==> src/rtl/serial_addsub_pkg.sv <==
// Shared definitions for the bit-serial adder/subtractor: mode encodings,
// FSM state type and the bit-counter width helper.
package addsub_pkg;

    localparam logic MODE_ADD = 1'b0;
    localparam logic MODE_SUB = 1'b1;

    typedef enum logic [1:0] {
        IDLE = 2'd0,
        RUN  = 2'd1,
        DONE = 2'd2
    } state_t;

    // Never returns less than 1, so WIDTH=2 still gets a one-bit counter.
    function automatic int clog2(input int value);
        int w;
        w = 1;
        while ((1 << w) < value) begin
            w = w + 1;
        end
        return w;
    endfunction

endpackage

==> src/rtl/serial_addsub_cell.sv <==
// Combinational 1-bit full adder used as the single arithmetic cell of
// the serial adder/subtractor.
module full_add_cell (
    input  logic a,
    input  logic b,
    input  logic cin,
    output logic s,
    output logic cout
);

    assign s    = a ^ b ^ cin;
    assign cout = (a & b) | (cin & (a ^ b));

endmodule

==> src/rtl/serial_addsub.sv <==
// Bit-serial adder/subtractor: resolves one result bit per clock through a
// single full-adder cell, with carry/no-borrow and signed-overflow flags.
module serial_addsub
    import addsub_pkg::*;
#(
    parameter int WIDTH = 8
) (
    input  logic             clk,
    input  logic             rst,
    input  logic             start,
    input  logic             mode,
    input  logic [WIDTH-1:0] a,
    input  logic [WIDTH-1:0] b,
    output logic             ready,
    output logic             busy,
    output logic             done,
    output logic [WIDTH-1:0] sum,
    output logic             carry,
    output logic             overflow
);

    localparam int            CW   = clog2(WIDTH);
    localparam logic [CW-1:0] LAST = CW'(WIDTH - 1);

    state_t           state;
    state_t           next_state;
    logic [WIDTH-1:0] op_a;
    logic [WIDTH-1:0] op_b;
    logic [WIDTH-1:0] res_sr;
    logic [WIDTH-1:0] res_next;
    logic             carry_reg;
    logic [CW-1:0]    count;
    logic             accept;
    logic             last_bit;
    logic             cell_s;
    logic             cell_cout;

    full_add_cell u_cell (
        .a    (op_a[0]),
        .b    (op_b[0]),
        .cin  (carry_reg),
        .s    (cell_s),
        .cout (cell_cout)
    );

    assign accept   = start && ((state == IDLE) || (state == DONE));
    assign last_bit = (state == RUN) && (count == LAST);
    assign res_next = {cell_s, res_sr[WIDTH-1:1]};

    always_ff @(posedge clk) begin
        if (rst) begin
            state <= IDLE;
        end else begin
            state <= next_state;
        end
    end

    always_comb begin
        next_state = state;
        ready      = 1'b0;
        busy       = 1'b0;
        done       = 1'b0;
        case (state)
            IDLE: begin
                ready = 1'b1;
                if (start) begin
                    next_state = RUN;
                end
            end
            RUN: begin
                busy = 1'b1;
                if (count == LAST) begin
                    next_state = DONE;
                end
            end
            DONE: begin
                ready = 1'b1;
                done  = 1'b1;
                next_state = start ? RUN : IDLE;
            end
            default: begin
                next_state = IDLE;
            end
        endcase
    end

    // Subtraction is a + ~b + 1: the inverted operand and the preset carry
    // are set up once at accept, so the cell itself never knows the mode.
    always_ff @(posedge clk) begin
        if (rst) begin
            op_a      <= '0;
            op_b      <= '0;
            res_sr    <= '0;
            carry_reg <= 1'b0;
            count     <= '0;
            sum       <= '0;
            carry     <= 1'b0;
            overflow  <= 1'b0;
        end else if (accept) begin
            op_a      <= a;
            op_b      <= (mode == MODE_SUB) ? ~b : b;
            carry_reg <= mode;
            count     <= '0;
        end else if (state == RUN) begin
            op_a      <= op_a >> 1;
            op_b      <= op_b >> 1;
            res_sr    <= res_next;
            carry_reg <= cell_cout;
            count     <= count + CW'(1);
            if (last_bit) begin
                sum      <= res_next;
                carry    <= cell_cout;
                overflow <= carry_reg ^ cell_cout;
            end
        end
    end

endmodule

==> config.mk <==
export PLATFORM = sky130hd
export DESIGN_NAME = serial_addsub
export DESIGN_NICKNAME = d
export VERILOG_FILES = /design/src/rtl/serial_addsub_pkg.sv /design/src/rtl/serial_addsub_cell.sv /design/src/rtl/serial_addsub.sv
export SDC_FILE = /design/constraint.sdc
export NUM_CORES = 1
export LEC_CHECK = 0
export ABC_AREA = 0
export CORE_MARGIN = 2
export CORE_UTILIZATION = 40
export DETAILED_ROUTE_END_ITERATION = 16
export DONT_BUFFER_PORTS = 1
export MAX_ROUTING_LAYER = met4
export SYNTH_ARGS = -nofsm -noshare
export SYNTH_HDL_FRONTEND = slang
export SYNTH_HIERARCHICAL = 1
export SYNTH_SLANG_ARGS = --single-unit
==> constraint.sdc <==
create_clock -name clk -period 1.86 [get_ports clk]
set_clock_uncertainty 0.05 [all_clocks]
set_input_delay 0.372 -clock clk [delete_from_list [all_inputs] [get_ports clk]]
set_output_delay 0.372 -clock clk [all_outputs]
set_load 0.005 [all_outputs]
==> impl_metrics.tcl <==
set metrics [dict create \
    maximum_number_of_pins_on_one_net_before_global_route_repair 40 \
    unrepaired_setup_endpoints_after_global_routing "false" \
    slowest_delay_ns 0.42 \
    first_global_vias 1209 \
    antenna_violating_nets_post_route 0 \
    drv_slew 0 \
    cts_tree "done" \
    timing.critical_path.arrival_ns 1.30 \
    fp.dieW_microns 67.4 \
    grt_pass1_wl_microns 5200 \
    mostFrequentLayoutCell "sky130_fd_sc_hd__dfxtp_1" \
    fin_crit_sh_pct 92.6 \
    hp-class "input pin to flip-flop" \
    area.growth.synth_to_final_pct 7.40 \
    drive_above_1_share_pct 7.65 \
    irDropWorstVdd_mv 0.629 \
    path_delay_family "flip-flops" \
    drt-pass1-iter-count 4 \
    root_buffer "sky130_fd_sc_hd__clkbuf_8" \
    synth_enable_flop_cells 0 \
    io_pins 33 \
    gr-usage-all-layers_pct 16.0 \
    final_net_count 205 \
    cp_required_ns 1.44 \
    netlist_area_sq_um 1610 \
    detailroute.via_count 1225 \
    wl_microns 3130 \
    layout.core_utilization_pct 43.8 \
    post_cts_resize_count 0 \
    core_footprint_sq_um 3940 \
    synth_top_area_share_pct 48.6 \
    postCtsSetupBuffers 0 \
    max-cap-violations 0 \
    timing_hold_violations_final 0 \
    most_used_flip_flop_cell_after_synthesis "sky130_fd_sc_hd__dfxtp_1" \
    asyncSetResetFlopFracSynth_pct 0 \
    drc_errors 0 \
    worstPathMaxFanout 24 \
    number_of_port_buffers 0 \
    clkSlewWorstSetupHoldPaths_ns 0.08 \
    place_congestion 0.712 \
    worst_slew_slack_as_a_fraction_of_its_limit_pct 71.5 \
    cts_hold_repair.buffers 0 \
    synthesis.nets 209 \
    fill_cells 396 \
    clk_latency_ns 0.29 \
    syn-mean-instance-area_sq_um 8.64 \
    reg.largest.list "op_a (8), op_b (8), sum (8)" \
    floorplan.initialDensity_pct 40.7 \
    crit_type "flip-flop to output port" \
    fp.dieArea_sq_um 4540 \
    yosys.cell_types.count 27 \
    fp-row-count 23 \
    cts-htree-levels 2 \
    postSynthCellCount 186 \
    cts_num_sinks 39 \
    numCtsBuffers 5 \
    initial_antenna_violation_count 0 \
    drt_first_iter_violations 31 \
    ys_ff_latch 39 \
    achievable-frequency_mhz 580 \
    cp_num_buf_inv 1 \
    totalNegativeSetupSlack_ns 0 \
    tightestPinTransition_ns 0.427 \
    routed_wire_per_std_cell_microns 13.4 \
    synth_top_cells_by_area "sky130_fd_sc_hd__dfxtp_1 (49%), sky130_fd_sc_hd__nand2_1 (8.9%), sky130_fd_sc_hd__a21oi_1 (8.1%)" \
    synth-seq-area-share_pct 48.6 \
    critical_path.cell_chain "nand2b_1 > inv_4" \
    num_antenna_cells 0 \
    timing.critical_path.from_type "flip-flop" \
    cellLeakagePower_uw 0.000615 \
    vias_per_cell 5.26 \
    final-setup-viol-count 0 \
    run_status "finished, final reports clean" \
    cp_slowest_cell "sky130_fd_sc_hd__dfxtp_1" \
    yosysWarningCount 6 \
    clock_path_buffers 2 \
    cellPowerDensity_nw_per_um2 1020 \
    fp.dieH_microns 67.4 \
    critical_path_end_type "output port" \
    fin_crit_period_ns 1.72 \
    grt-ovfl-total 0 \
    synth_top_cell_by_area "sky130_fd_sc_hd__dfxtp_1" \
    final_cell_mix "sky130_fd_sc_hd__dfxtp_1 (39), sky130_fd_sc_hd__nand2_1 (38), sky130_fd_sc_hd__a21oi_1 (26), sky130_fd_sc_hd__nor3_1 (12), sky130_fd_sc_hd__nand3_1 (10)" \
    post-dp-hpwl_microns 2200 \
]
## worst paths after layout
kind	from	to	cells past startpoint	slack (ns)
setup / recovery	state[0]	busy	2	0.14
hold / removal	rst	sum[0]	1	0.09
setup reg to reg	count[0]	overflow	5	0.35
hold reg to reg	res_sr[1]	res_sr[1]	2	0.40
## report_power, final
part,leakage (uW),internal (uW),switching (uW),total [uW]
clock network,0.0000581,399,301,701
registers,0.000318,873,26.0,899
logic,0.000239,66.9,88.9,156
## logic make-up (layout without fill, tap and decap cells)
| group | after synthesis | after routing | share of synthesized area [%] |
|---|---|---|---|
| compound gates | 43 | 43 | 15.8 |
| xor+xnor | 10 | 10 | 5.45 |
| flops | 39 | 39 | 48.6 |
| fa+ha+maj | 3 | 3 | 2.80 |
| mux | 2 | 2 | 1.25 |
| buf+inv | 17 | 14 | 6.00 |
| simple gates | 72 | 72 | 20.1 |
## worst reg2reg max path: cells and delay by family (launching register included)
family,cells,cell delay (ns)
fa+ha+maj,2,0.35
flops,1,0.37
simple gates,2,0.46
compound gates,1,0.20
## area by class of cell
type / instances / area (sq um) / area share (%)
Inverter: 2 / 10.0 / 0.580
Sequential cell: 39 / 781 / 45.3
Timing Repair Buffer: 4 / 30.0 / 1.74
Multi-Input combinational cell: 130 / 729 / 42.3
Tap cell: 50 / 62.6 / 3.63
Clock buffer: 5 / 68.8 / 3.99
Clock inverter: 3 / 43.8 / 2.54
## stage by stage
stage                     hold slack (ns)  cells  instance area (sq um)  setup WS, ns  power [uW]
after floorplan                     0.382    186                   1610         0.550        1060
final                              0.0859    233                   1730         0.137        1760
after global placement              0.390    225                   1610         0.422        1070
after detailed placement            0.393    225                   1610         0.360        1080
after CTS                          0.0824    233                   1730         0.132        1770
after global routing               0.0703    233                   1730        0.0229        1840
## cells in the mapped netlist (3+ instances only)
cell type / count
sky130_fd_sc_hd__nand2_1: 38
sky130_fd_sc_hd__o22ai_1: 5
sky130_fd_sc_hd__clkbuf_1: 3
sky130_fd_sc_hd__nor3_1: 12
sky130_fd_sc_hd__dfxtp_1: 39
sky130_fd_sc_hd__nand3_1: 10
sky130_fd_sc_hd__xor2_1: 8
sky130_fd_sc_hd__buf_2: 9
sky130_fd_sc_hd__nor2_1: 5
sky130_fd_sc_hd__a21oi_1: 26
sky130_fd_sc_hd__a22oi_1: 8
## per-layer routing
metal	wire (microns)	share of wire [%]	track usage, %	up-vias
met5	0	0	-	-
met4	56	1.8	6.89	0
met3	163	5.2	5.33	6
met2	1440	46	26.6	30
met1	1470	47	17.4	560
li1	-	-	-	629
No activity file was read; power rests on OpenSTA's default activity.
